## src/rtl/fp_div_result_stage_if.sv

```systemverilog
// Handshake bundle for fp_div_result_stage: tagged operand requests in,
// tagged quotient results out.
interface fp_div_result_stage_if #(parameter int TAG_W = 4);
  logic             req_valid;
  logic             req_ready;
  logic [31:0]      req_a;
  logic [31:0]      req_b;
  logic [TAG_W-1:0] req_tag;
  logic             res_valid;
  logic             res_ready;
  logic [31:0]      res_data;
  logic [TAG_W-1:0] res_tag;
  logic [3:0]       res_flags;

  modport master (
    output req_valid, req_a, req_b, req_tag, res_ready,
    input  req_ready, res_valid, res_data, res_tag, res_flags
  );

  modport slave (
    input  req_valid, req_a, req_b, req_tag, res_ready,
    output req_ready, res_valid, res_data, res_tag, res_flags
  );
endinterface

```

## src/rtl/fp_div_result_stage.sv

```systemverilog
// Completion stage for the fixed-latency fp32 divider: classifies operands, tracks
// them alongside the divider, merges its mantissa and buffers results in order.
module fp_div_result_stage #(
  parameter int TAG_W   = 4,
  parameter int DEPTH   = 4,
  parameter int DIV_LAT = 2
) (
  input  logic                 clk,
  input  logic                 rst_n,
  input  logic [31:0]          div_c,
  fp_div_result_stage_if.slave bus
);
  localparam int AW = $clog2(DEPTH);

  typedef struct packed {
    logic              vld;
    logic [TAG_W-1:0]  tag;
    logic              special;
    logic [31:0]       sres;
    logic [3:0]        flags;   // {nv, dz, of, uf}
    logic              s;
    logic signed [9:0] e;
  } stage_t;

  typedef struct packed {
    logic [TAG_W-1:0] tag;
    logic [3:0]       flags;
    logic [31:0]      data;
  } ent_t;

  stage_t pipe_q [DIV_LAT];
  stage_t pipe_d [DIV_LAT];
  stage_t st_d, tail;
  ent_t   mem_q [DEPTH];
  ent_t   push_ent, head;

  logic [AW-1:0] wptr_q, wptr_d, rptr_q, rptr_d;
  logic [AW:0]   cnt_q, cnt_d;
  logic [7:0]    inflight;
  logic          accept, push, pop;
  logic          unused_div_hi;

  logic [7:0]  ea, eb;
  logic [22:0] fa, fb;
  logic        a_zero, b_zero, a_inf, b_inf, a_nan, b_nan, s;

  assign unused_div_hi = ^div_c[31:23];

  always_comb begin
    inflight = '0;
    for (int i = 0; i < DIV_LAT; i++) inflight = inflight + 8'(pipe_q[i].vld);
  end

  // Credits cover both buffered results and those still inside the divider.
  assign bus.req_ready = (8'(cnt_q) + inflight) < 8'(DEPTH);
  assign accept        = bus.req_valid && bus.req_ready;

  assign ea = bus.req_a[30:23];
  assign eb = bus.req_b[30:23];
  assign fa = bus.req_a[22:0];
  assign fb = bus.req_b[22:0];
  assign a_zero = (ea == 8'd0);
  assign b_zero = (eb == 8'd0);
  assign a_inf  = (ea == 8'hFF) && (fa == '0);
  assign b_inf  = (eb == 8'hFF) && (fb == '0);
  assign a_nan  = (ea == 8'hFF) && (fa != '0);
  assign b_nan  = (eb == 8'hFF) && (fb != '0);
  assign s      = bus.req_a[31] ^ bus.req_b[31];

  always_comb begin
    st_d     = '0;
    st_d.vld = accept;
    st_d.tag = bus.req_tag;
    st_d.s   = s;
    // One-step normalisation in the divider when the dividend mantissa is smaller.
    st_d.e   = $signed({2'b00, ea}) - $signed({2'b00, eb}) + 10'sd127
             - $signed({9'd0, (fa < fb)});
    if (a_nan || b_nan || (a_zero && b_zero) || (a_inf && b_inf)) begin
      st_d.special = 1'b1;
      st_d.sres    = 32'h7FC0_0000;
      st_d.flags   = 4'b1000;
    end else if (b_zero && !a_inf) begin
      st_d.special = 1'b1;
      st_d.sres    = {s, 8'hFF, 23'd0};
      st_d.flags   = 4'b0100;
    end else if (a_inf) begin
      st_d.special = 1'b1;
      st_d.sres    = {s, 8'hFF, 23'd0};
    end else if (a_zero || b_inf) begin
      st_d.special = 1'b1;
      st_d.sres    = {s, 8'h00, 23'd0};
    end
  end

  always_comb begin
    pipe_d[0] = st_d;
    for (int i = 1; i < DIV_LAT; i++) pipe_d[i] = pipe_q[i-1];
  end

  always_ff @(posedge clk or negedge rst_n) begin
    if (!rst_n) begin
      for (int i = 0; i < DIV_LAT; i++) pipe_q[i] <= '0;
    end else begin
      for (int i = 0; i < DIV_LAT; i++) pipe_q[i] <= pipe_d[i];
    end
  end

  assign tail = pipe_q[DIV_LAT-1];
  assign push = tail.vld;
  assign pop  = bus.res_ready && (cnt_q != '0);

  always_comb begin
    push_ent       = '0;
    push_ent.tag   = tail.tag;
    if (tail.special) begin
      push_ent.data  = tail.sres;
      push_ent.flags = tail.flags;
    end else if (tail.e >= 10'sd255) begin
      push_ent.data  = {tail.s, 8'hFF, 23'd0};
      push_ent.flags = 4'b0010;
    end else if (tail.e <= 10'sd0) begin
      push_ent.data  = {tail.s, 8'h00, 23'd0};
      push_ent.flags = 4'b0001;
    end else begin
      push_ent.data  = {tail.s, tail.e[7:0], div_c[22:0]};
    end
  end

  always_comb begin
    wptr_d = push ? wptr_q + AW'(1) : wptr_q;
    rptr_d = pop  ? rptr_q + AW'(1) : rptr_q;
    cnt_d  = cnt_q;
    if (push && !pop)      cnt_d = cnt_q + 1'b1;
    else if (!push && pop) cnt_d = cnt_q - 1'b1;
  end

  always_ff @(posedge clk or negedge rst_n) begin
    if (!rst_n) begin
      wptr_q <= '0;
      rptr_q <= '0;
      cnt_q  <= '0;
    end else begin
      wptr_q <= wptr_d;
      rptr_q <= rptr_d;
      cnt_q  <= cnt_d;
    end
  end

  always_ff @(posedge clk) begin
    if (push) mem_q[wptr_q] <= push_ent;
  end

  // Storage is not reset, so the head is masked while the FIFO is empty.
  assign head          = mem_q[rptr_q];
  assign bus.res_valid = (cnt_q != '0);
  assign bus.res_data  = bus.res_valid ? head.data  : '0;
  assign bus.res_tag   = bus.res_valid ? head.tag   : '0;
  assign bus.res_flags = bus.res_valid ? head.flags : '0;
endmodule

```

## src/flat_wrapper.sv

```systemverilog
// flat-port wrapper written by rule: the top's interface ports become plain ports
module fp_div_result_stage_flat 
#(
  parameter int TAG_W   = 4,
  parameter int DEPTH   = 4,
  parameter int DIV_LAT = 2
)
  (clk, rst_n, div_c, bus_req_valid, bus_req_a, bus_req_b, bus_req_tag, bus_res_ready, bus_req_ready, bus_res_valid, bus_res_data, bus_res_tag, bus_res_flags);
  fp_div_result_stage_if #(.TAG_W(TAG_W)) bus_i ();
  input  logic clk;
  input  logic rst_n;
  input  logic [31:0] div_c;
  input wire logic [$bits(bus_i.req_valid)-1:0] bus_req_valid;
  input wire logic [$bits(bus_i.req_a)-1:0] bus_req_a;
  input wire logic [$bits(bus_i.req_b)-1:0] bus_req_b;
  input wire logic [$bits(bus_i.req_tag)-1:0] bus_req_tag;
  input wire logic [$bits(bus_i.res_ready)-1:0] bus_res_ready;
  output wire logic [$bits(bus_i.req_ready)-1:0] bus_req_ready;
  output wire logic [$bits(bus_i.res_valid)-1:0] bus_res_valid;
  output wire logic [$bits(bus_i.res_data)-1:0] bus_res_data;
  output wire logic [$bits(bus_i.res_tag)-1:0] bus_res_tag;
  output wire logic [$bits(bus_i.res_flags)-1:0] bus_res_flags;
  assign bus_i.req_valid = bus_req_valid;
  assign bus_i.req_a = bus_req_a;
  assign bus_i.req_b = bus_req_b;
  assign bus_i.req_tag = bus_req_tag;
  assign bus_i.res_ready = bus_res_ready;
  assign bus_req_ready = bus_i.req_ready;
  assign bus_res_valid = bus_i.res_valid;
  assign bus_res_data = bus_i.res_data;
  assign bus_res_tag = bus_i.res_tag;
  assign bus_res_flags = bus_i.res_flags;
  fp_div_result_stage #(.TAG_W(TAG_W), .DEPTH(DEPTH), .DIV_LAT(DIV_LAT)) u_core (.clk(clk), .rst_n(rst_n), .div_c(div_c), .bus(bus_i));
endmodule
```

## config.mk

```make
export PLATFORM = sky130hd
export DESIGN_NAME = fp_div_result_stage_flat
export DESIGN_NICKNAME = d
export VERILOG_FILES = /design/src/rtl/fp_div_result_stage_if.sv /design/src/rtl/fp_div_result_stage.sv /design/src/flat_wrapper.sv
export SDC_FILE = /design/constraint.sdc
export NUM_CORES = 1
export LEC_CHECK = 0
export CAP_MARGIN = 20
export CORE_MARGIN = 4
export CORE_UTILIZATION = 49
export DETAILED_ROUTE_END_ITERATION = 6
export PLACE_DENSITY = 0.75
export SYNTH_ARGS = -nofsm -noshare
export SYNTH_HDL_FRONTEND = slang
export SYNTH_SLANG_ARGS = --single-unit
```

## constraint.sdc

```tcl
create_clock -name clk -period 2.3 [get_ports clk]
set_clock_uncertainty 0.1 [all_clocks]
set_input_delay 0.23 -clock clk [delete_from_list [all_inputs] [get_ports clk]]
set_output_delay 0.23 -clock clk [all_outputs]
set_load 0.01 [all_outputs]
```

==> results of run 1 <==
## flip-flops by register name, indices dropped and copies added, names as in the netlist
| signal | cells |
|---|---|
| u_core.mem_q | 160 |
| u_core.pipe_d | 21 |
| u_core.pipe_q | 20 |
| u_core.cnt_q | 3 |
| u_core.rptr_q | 2 |
| u_core.wptr_q | 2 |
| u_core.push | 1 |
## cell usage after synthesis, types with 2 or more instances
cell type and count:
nand3_1 2, inv_1 45, a21oi_2 2, or3_1 4, buf_6 5, clkbuf_1 10
dfrtp_1 49, ha_1 45, mux2_2 2, xor2_1 9, mux4_2 40, o21ai_0 10
buf_2 5, o21a_1 2, edfxtp_1 160, nor2b_1 5, nand2b_1 2, a21o_1 10
fa_1 3, and2_1 47, o211ai_1 2, nor3_1 5, nor2_1 18, and3_1 22
nand2_1 15, a211oi_1 4, xnor2_1 10, o21ai_1 5, nand4_1 10, nor4_1 15
a21oi_1 12
## power breakdown
| part | total (µW) | switching (µW) | internal, µW |
|---|---|---|---|
| Combinational | 6690 | 2940 | 3750 |
| Sequential | 5430 | 306 | 5120 |
| Clock | 3270 | 1330 | 1940 |
## metrics by stage
stage	setup WS (ps)	instances	total power, µW	TNS (ps)	cell area [µm²]
after floorplan	-426	595	8500	-1460	9510
after global placement	-1230	1006	10700	-9970	11600
after detailed placement	-1290	1007	10900	-8430	11600
after CTS	-215	1068	14800	-4040	12700
after global routing	-353	1068	16200	-6700	12900
final	-196	1068	15400	-3780	12900
## area by class of cell
class | instances | area, µm² | share of cell area, %
Multi-Input combinational cell | 321 | 3500 | 27.1
Clock inverter | 9 | 68.8 | 0.533
Inverter | 45 | 201 | 1.56
Clock buffer | 27 | 599 | 4.64
Sequential cell | 209 | 6030 | 46.7
Tap cell | 234 | 293 | 2.27
Timing Repair Buffer | 223 | 2230 | 17.2
## cell families after synthesis
family | count (synthesis) | share of synthesized area [%]
XOR/XNOR | 19 | 1.79
buffers and inverters | 65 | 3.09
multiplexers | 42 | 9.92
AO/OA/AOI/OAI | 62 | 4.49
AND/OR/NAND/NOR | 150 | 9.20
adder cells (fa/ha/maj) | 48 | 6.70
flip-flops | 209 | 64.8
## how the worst min path moves through the flow
stage / endpoint / cells past startpoint / slack [ps]
after global placement: u_core.wptr_q[0] / 1 / 160
after detailed placement: u_core.wptr_q[1] / 1 / 170
after floorplan: u_core.cnt_q[0] / 0 / -170
final: u_core.pipe_d[49] / 1 / 80
after CTS: u_core.pipe_d[49] / 1 / 70
after global routing: u_core.pipe_d[48] / 1 / 70
## timing repair
action                                 4_1_cts  5_1_grt
resized for setup                          405       82
gates cloned                                 5        0
pin swaps                                   49        4
buffers inserted                            19        5
hold buffers                                 1        0
setup endpoints to repair                   50       48
endpoints found under the hold margin       26        0
## per-layer routing
| metal | global-route usage (%) | share of wire (%) |
|---|---|---|
| met5 | 0 | 0 |
| met2 | 36.2 | 52 |
| met1 | 25.4 | 39 |
| met3 | 3.33 | 6.2 |
| met4 | 5.46 | 2.3 |
==> results.sh, run 1 <==
export IMPL_status="finished with violations"
export IMPL_violations="negative setup slack"
export IMPL_grt_antenna_before_repair=0
export IMPL_portBuffers=136
export IMPL_io_pins=146
export IMPL_fin_nets=972
export IMPL_cpLargestDelayFamily="buffers and inverters"
export IMPL_crit_path_cell_trace="buf_6 > buf_6 > buf_6 > buf_12 > mux4_2 > and2_4 > buf_6"
export IMPL_yosysUniqueCellTypes=51
export IMPL_drtAntennaViolNets=0
export IMPL_critPathMaxFanout=5
export IMPL_tightest_slew_ps=616
export IMPL_vias=5903
export IMPL_globalplace_congestion=0.888
export IMPL_grt_pass1_vias=6511
export IMPL_dieArea_um2=21300
export IMPL_worstPathArrival_ps=2170
export IMPL_drv_slew=0
export IMPL_crit_start="u_core.rptr_q[0]"
export IMPL_cts_tree="yes"
export IMPL_syn_to_final_growth_pct=38.8
export IMPL_insertion_delay_ps=490
export IMPL_period_share_pct=109
export IMPL_first_pass_iters=4
export IMPL_hold_viol=0
export IMPL_start_util_pct=49.7
export IMPL_wl_per_cell_um=19.9
export IMPL_hold_start="bus_req_tag[1]"
export IMPL_period_minus_slack_ps=2500
export IMPL_grt_pass1_wl_um=34500
export IMPL_reg2reg_depth=8
export IMPL_path_buf_inv=5
export IMPL_cts_buffers=20
export IMPL_rr_endpoint="u_core.cnt_q[2]"
export IMPL_num_fill_cells=1248
export IMPL_cap_viol_max_count=0
export IMPL_cts_max_path_buffers=3
export IMPL_syn_area_um2=9310
export IMPL_final_common_cell="edfxtp_1"
export IMPL_crit_end="bus_res_data[2]"
export IMPL_clock_sinks=209
export IMPL_cp_start_kind="register"
export IMPL_synth_top_area_share_pct=51.6
export IMPL_r2r_slack_ps=90
export IMPL_cp_num_cells=7
export IMPL_grt_overflow=0
export IMPL_synthCells=595
export IMPL_drtIter0Drc=345
export IMPL_rsz0062_at_grt="true"
export IMPL_synth_top_area_cell="edfxtp_1"
export IMPL_slew_headroom_pct=59.0
export IMPL_clkTransAtPathRegs_ps=60
export IMPL_hpwl_um=13000
export IMPL_n_antenna_cell=0
export IMPL_drive_above_1_share_pct=42.4
export IMPL_p_per_area_nw_per_um2=1190
export IMPL_worstReg2RegStart="u_core.cnt_q[2]"
export IMPL_yosysSeqAreaShare_pct=64.8
export IMPL_postSynthAreaPerCell_um2=15.6
export IMPL_ys_async_sr_fraction_pct=23.4
export IMPL_core_area_um2=18700
export IMPL_final_cell_mix="edfxtp_1 (160), buf_4 (63), buf_6 (51)"
export IMPL_htree_levels=1
export IMPL_hold_path_class="in -> reg"
export IMPL_grt_max_degree=43
export IMPL_ys_flop_type="edfxtp_1"
export IMPL_crit_type="reg -> out"
export IMPL_via_per_inst=5.53
export IMPL_ys_top_cells_by_area="edfxtp_1 (52%), dfrtp_1 (13%), mux4_2 (9.7%)"
export IMPL_vdd_ir_drop_max_uv=593
export IMPL_worst_path_largest_cell_delay_ps=460
export IMPL_whs_ps=77.4
export IMPL_cpMaxStageDelayCell="dfrtp_2"
export IMPL_cts_root_buf="clkbuf_16"
export IMPL_yosysWarnings=0
export IMPL_dieHeight_um=146
export IMPL_worst_slack_ps=-196
export IMPL_setup_viol=40
export IMPL_die_w_um=146
export IMPL_post_route_drc_count=0
export IMPL_synth_seq_cells=209
export IMPL_syn_num_nets=747
export IMPL_worst_setup_path_end_kind="output port"
export IMPL_cp_data_required_time_ps=1970
export IMPL_fin_util_pct=69.1
export IMPL_rows=50
export IMPL_leakage_uw=0.00510
export IMPL_path_common_cell="buf_6"
export IMPL_fmax_mhz=401
export IMPL_synth_edff_count=160
export IMPL_finalWirelength_um=21300
export IMPL_grt_use_total_pct=20.2
(Power assumes the default switching activity.)
==> run 2, diff against run 1 <==
--- a/config.mk
+++ b/config.mk
@@ -5,11 +5,13 @@
 export SDC_FILE = /design/constraint.sdc
 export NUM_CORES = 1
 export LEC_CHECK = 0
+export ABC_AREA = 1
 export CAP_MARGIN = 20
 export CORE_MARGIN = 4
 export CORE_UTILIZATION = 49
 export DETAILED_ROUTE_END_ITERATION = 6
-export PLACE_DENSITY = 0.75
+export PLACE_DENSITY = 0.74
+export SLEW_MARGIN = 20
 export SYNTH_ARGS = -nofsm -noshare
 export SYNTH_HDL_FRONTEND = slang
 export SYNTH_SLANG_ARGS = --single-unit
==> results.sh, run 2 <==
export IMPL_syn_num_nets=1075
export IMPL_synth_top_area_cell="edfxtp_1"
export IMPL_period_share_pct=109
export IMPL_grt_pass1_wl_um=33200
export IMPL_wl_met1_um=8570
export IMPL_critPathMaxFanout=10
export IMPL_rows=51
export IMPL_reg2reg_depth=10
export IMPL_period_minus_slack_ps=2500
export IMPL_syn_area_um2=9650
export IMPL_hold_viol=0
export IMPL_cts_tree="yes"
export IMPL_drive_above_1_share_pct=25.4
export IMPL_final_common_cell="nor2_1"
export IMPL_cts_buffers=19
export IMPL_start_util_pct=49.8
export IMPL_p_total_uw=14700
export IMPL_insertion_delay_ps=470
export IMPL_drv_slew=0
export IMPL_hold_path_class="in -> reg"
export IMPL_portBuffers=136
export IMPL_placed_area_um2=11900
export IMPL_ys_flop_type="edfxtp_1"
export IMPL_worst_slack_ps=-196
export IMPL_multi_input_area_um2=3710
export IMPL_first_pass_iters=5
export IMPL_drtAntennaViolNets=0
export IMPL_drtIter0Drc=486
export IMPL_tightest_slew_ps=414
export IMPL_largest_register_ffs=160
export IMPL_dieHeight_um=148
export IMPL_hpwl_um=13900
export IMPL_grt_use_total_pct=18.6
export IMPL_yosysUniqueCellTypes=33
export IMPL_dieArea_um2=22000
export IMPL_n_antenna_cell=0
export IMPL_highest_layer="met4"
export IMPL_num_fill_cells=1464
export IMPL_die_w_um=148
export IMPL_finalWirelength_um=21500
export IMPL_post_synth_top_count_cell="nor2_1"
export IMPL_yosysSeqAreaShare_pct=62.5
export IMPL_cap_viol_max_count=0
export IMPL_vias=7048
export IMPL_regArea_um2=6030
export IMPL_vdd_ir_drop_max_uv=586
export IMPL_final_area_um2=12900
export IMPL_final_cell_mix="nor2_1 (211), edfxtp_1 (160), nand2_1 (90)"
export IMPL_hold_start="bus_req_tag[0]"
export IMPL_clock_sinks=209
export IMPL_io_pins=146
export IMPL_fin_nets=1272
export IMPL_crit_type="reg -> out"
export IMPL_hold_path_endpoint="u_core.pipe_d[48]"
export IMPL_wl_met2_um=11300
export IMPL_fmax_mhz=401
export IMPL_wl_per_cell_um=15.4
export IMPL_fin_tns_setup_ps=-710
export IMPL_ys_async_sr_fraction_pct=23.4
export IMPL_post_route_drc_count=0
export IMPL_regMostFlops="u_core.mem_q"
export IMPL_ys_top_cells_by_area="edfxtp_1 (50%), dfrtp_1 (13%), nor2_1 (8.3%)"
export IMPL_via_per_inst=5.05
export IMPL_synth_top_area_share_pct=49.8
export IMPL_status="finished with violations"
export IMPL_postSynthAreaPerCell_um2=10.5
export IMPL_worst_setup_path_end_kind="output port"
export IMPL_grt_overflow=0
export IMPL_setup_viol=5
export IMPL_worstReg2RegStart="u_core.cnt_q[2]"
export IMPL_synth_seq_cells=209
export IMPL_cp_start_kind="register"
export IMPL_yosysWarnings=0
export IMPL_leakage_uw=0.00535
export IMPL_r2r_slack_ps=170
export IMPL_cts_max_path_buffers=3
export IMPL_rr_endpoint="u_core.cnt_q[2]"
export IMPL_worstPathArrival_ps=2170
export IMPL_grt_antenna_before_repair=0
export IMPL_synthCells=923
export IMPL_rsz0062_at_grt="true"
export IMPL_core_area_um2=19400
export IMPL_min_path_cells=1
export IMPL_grt_pass1_vias=6881
export IMPL_slew_headroom_pct=72.1
export IMPL_whs_ps=92.6
export IMPL_cp_data_required_time_ps=1970
export IMPL_grt_max_degree=45
export IMPL_violations="negative setup slack"
export IMPL_globalplace_congestion=0.833
export IMPL_syn_to_final_growth_pct=33.2
export IMPL_cts_root_buf="clkbuf_16"
export IMPL_clkTransAtPathRegs_ps=60
export IMPL_p_per_area_nw_per_um2=1140
export IMPL_route_met3_wl_um=1320
export IMPL_synthTopCellsByCount="nor2_1 (213), edfxtp_1 (160), nand2_1 (102), o21ai_0 (77), a21oi_1 (70)"
export IMPL_synth_edff_count=160
export IMPL_htree_levels=1
## run 2: critical path, cell delays in order (launching register included)
cell             delay [ps]
dfrtp_2                 480
buf_4                   210
nor2_1                   60
nor2_1                   80
o21ai_0                 110
a21oi_2                 200
clkdlybuf4s50_1         560
## run 2: power breakdown
group / internal, µW / switching, µW / total, µW
Combinational: 2720 / 3640 / 6360
Sequential: 5100 / 275 / 5370
Clock: 1700 / 1230 / 2930
Total: 9520 / 5150 / 14700
## run 2: worst max-delay path by stage
stage	start	end	slack (ps)	cells past startpoint
6_report	u_core.rptr_q[0]	bus_res_data[25]	-200	6
5_1_grt	u_core.rptr_q[0]	bus_res_data[25]	-300	6
4_1_cts	u_core.rptr_q[0]	bus_res_data[19]	-260	6
3_5_place_dp	bus_req_b[8]	u_core.pipe_d[9]	-1020	19
3_3_place_gp	bus_req_b[8]	u_core.pipe_d[9]	-980	19
2_1_floorplan	bus_req_b[8]	u_core.pipe_d[9]	-130	18
## run 2: repair_timing
action                                  in CTS  in global routing
cloned                                       1                  1
endpoints found under the setup margin      49                 43
setup buffers                                0                 12
pin swaps                                   33                 45
resized for setup                          139                174
endpoints found under the hold margin       49                  0
hold buffers                                 1                  0
## run 2: logic make-up (layout without fill, tap and decap cells)
family          after synthesis  in the layout  share of synthesized area, %
mux                           1              1                         0.117
simple gates                375            375                          15.9
buf+inv                     107            316                          4.71
xor+xnor                     16             16                          1.45
fa+ha+maj                    48             48                          6.46
flops                       209            209                          62.5
compound gates              167            167                          8.84
## run 2: per-layer routing
layer | vias up | global-route usage, %
li1 | 3503 | -
met1 | 3307 | 22.4
met2 | 216 | 35.1
met3 | 22 | 3.05
met4 | 0 | 4.25
met5 | - | 0
## run 2: metrics by stage
stage | util [%] | worst slack (ps) | std cells
after floorplan | - | -128 | 923
after global placement | 61.4 | -983 | 1349
after detailed placement | 61.4 | -1020 | 1349
after CTS | 65.2 | -256 | 1384
after global routing | 66.3 | -296 | 1397
final | 66.3 | -196 | 1397
## run 2: cell type report
type	count	share of cell area, %
clock buffers	27	4.09
clock inverters	6	0.389
inverters	71	2.36
multi-input cells	607	28.8
flip-flops and latches	209	46.9
well taps	265	2.58
repair buffers	212	14.8
==> run 3, diff against run 2 <==
--- a/config.mk
+++ b/config.mk
@@ -8,9 +8,9 @@
 export ABC_AREA = 1
 export CAP_MARGIN = 20
 export CORE_MARGIN = 4
-export CORE_UTILIZATION = 49
+export CORE_UTILIZATION = 59
 export DETAILED_ROUTE_END_ITERATION = 6
-export PLACE_DENSITY = 0.74
+export PLACE_DENSITY = 0.84
 export SLEW_MARGIN = 20
 export SYNTH_ARGS = -nofsm -noshare
 export SYNTH_HDL_FRONTEND = slang
==> constraint.sdc (replaced) <==
create_clock -name clk -period 2.99 [get_ports clk]
set_clock_uncertainty 0.1 [all_clocks]
set_input_delay 0.299 -clock clk [delete_from_list [all_inputs] [get_ports clk]]
set_output_delay 0.299 -clock clk [all_outputs]
set_load 0.01 [all_outputs]
==> results.sh, run 3 (synthesis gave the netlist of run 2 again) <==
export IMPL_fin_nets=1236
export IMPL_drv_slew=0
export IMPL_fin_util_pct=75.7
export IMPL_rows=46
export IMPL_start_util_pct=60.5
export IMPL_p_per_area_nw_per_um2=910
export IMPL_placed_area_um2=11400
export IMPL_final_common_cell="nor2_1"
export IMPL_worst_setup_path_end_kind="register"
export IMPL_clkTransAtPathRegs_ps=60
export IMPL_critPathMaxFanout=2
export IMPL_n_antenna_cell=0
export IMPL_drive_above_1_share_pct=9.66
export IMPL_fmax_mhz=348
export IMPL_cts_root_buf="clkbuf_16"
export IMPL_cts_tree="yes"
export IMPL_num_fill_cells=1017
export IMPL_period_minus_slack_ps=2870
export IMPL_leakage_uw=0.00486
export IMPL_die_w_um=136
export IMPL_grt_pass1_vias=6989
export IMPL_globalplace_congestion=0.938
export IMPL_grt_max_degree=82
export IMPL_slew_headroom_pct=60.6
export IMPL_period_share_pct=96.1
export IMPL_post_place_ws_ps=-433
export IMPL_hold_viol=0
export IMPL_vias=7079
export IMPL_htree_levels=1
export IMPL_core_area_um2=15900
export IMPL_grt_pass1_wl_um=33200
export IMPL_dieHeight_um=136
export IMPL_finalWirelength_um=21400
export IMPL_drtIter0Drc=491
export IMPL_via_per_inst=5.39
export IMPL_final_cell_mix="nor2_1 (213), edfxtp_1 (160), clkdlybuf4s50_1 (135)"
export IMPL_min_path_cells=1
export IMPL_vdd_ir_drop_max_uv=561
export IMPL_cts_max_path_buffers=3
export IMPL_io_pins=146
export IMPL_clock_sinks=209
export IMPL_hpwl_um=14200
export IMPL_portBuffers=136
export IMPL_worst_slack_ps=115
export IMPL_worstPathArrival_ps=3180
export IMPL_grt_antenna_before_repair=1
export IMPL_tightest_slew_ps=591
export IMPL_reg2reg_depth=9
export IMPL_grt_overflow=0
export IMPL_status="complete, no violations"
export IMPL_crit_type="in -> reg"
export IMPL_cts_buffers=19
export IMPL_grt_use_total_pct=22.7
export IMPL_syn_to_final_growth_pct=25.0
export IMPL_regMostFlops="u_core.mem_q"
export IMPL_setup_viol=0
export IMPL_largest_register_ffs=160
export IMPL_p_total_uw=11000
export IMPL_hold_path_class="in -> reg"
export IMPL_first_pass_iters=5
export IMPL_wl_per_cell_um=16.3
export IMPL_cp_start_kind="primary input"
export IMPL_dieArea_um2=18500
export IMPL_post_route_drc_count=0
export IMPL_final_area_um2=12100
export IMPL_cp_data_required_time_ps=3290
export IMPL_cap_viol_max_count=0
export IMPL_insertion_delay_ps=480
export IMPL_drtAntennaViolNets=0
run 3: cell types whose count changed in the layout (fill, tap and decap cells not counted), sizes merged, moves of 2 or more:
cell           before  now
buf                89   40
clkbuf             67   31
clkdlybuf4s15       4    0
clkdlybuf4s50      46  135
clkinv              6    2
dlygate4sd2        10    0
dlymetal6s2s       21    0
inv                70   72
run 3: per-layer routing:
layer	wire (µm)	GRT usage, %	part of all wire [%]	vias up
met3	1570	4.22	7.3	37
met2	11400	43.9	53	276
met4	435	6.27	2.0	2
li1	-	-	-	3435
met5	12	0	0.056	-
met1	7990	25.5	37	3329
run 3: critical path, cell delays in order:
cell             delay (ps)
clkdlybuf4s50_1         490
inv_1                    80
ha_4                    260
nand2_1                  60
inv_1                    90
nand3_2                  80
nor3_2                  180
nand3_1                 110
nand3_2                  90
ha_1                    150
ha_1                    150
inv_1                    60
fa_2                    330
inv_1                    60
nand3_1                  80
nand2_2                 100
a21oi_2                  50
o21bai_1                170
buf_4                   140
xor2_1                  140
run 3: final cells by class:
cell class | instances | area [µm²] | area share [%]
sequential | 209 | 6030 | 50.0
multi-input combinational | 607 | 3210 | 26.6
timing repair buffer | 176 | 1720 | 14.2
clock buffer | 31 | 551 | 4.56
tap | 216 | 270 | 2.24
inverter | 71 | 269 | 2.23
clock inverter | 3 | 17.5 | 0.145
run 3: repair_timing:
item                       CTS  global route
setup endpoints to repair    0             5
hold endpoints to repair    49             0
hold buffers                 1             0
gates resized for setup      0             8
setup buffers                0             1
run 3: metrics by stage:
step | TNS (ps) | hold slack, ps | instances
2_1_floorplan | 0 | -96.6 | 923
3_3_place_gp | -811 | 232 | 1277
3_5_place_dp | -1220 | 235 | 1277
4_1_cts | 0 | 154 | 1312
5_1_grt | -81.1 | 153 | 1313
6_report | 0 | 165 | 1313
run 3: report_power, final:
group	switching (µW)	leakage, µW	internal (µW)	total (µW)
Sequential	218	0.00208	3920	4140
Clock	955	0.000276	1260	2220
Combinational	2670	0.00251	1950	4630
Total	3850	0.00486	7130	11000
run 3: final timing paths:
check	startpoint	endpoint	slack, ps
min reg2reg	u_core.pipe_d[48]	u_core.pipe_q[48]	240
min	bus_req_tag[3]	u_core.pipe_d[51]	170
max in group asynchronous	rst_n	u_core.rptr_q[0]	2100
max	bus_req_b[22]	u_core.pipe_d[7]	120
max reg2reg	u_core.cnt_q[0]	u_core.cnt_q[2]	590
min in group asynchronous	rst_n	u_core.pipe_q[51]	250
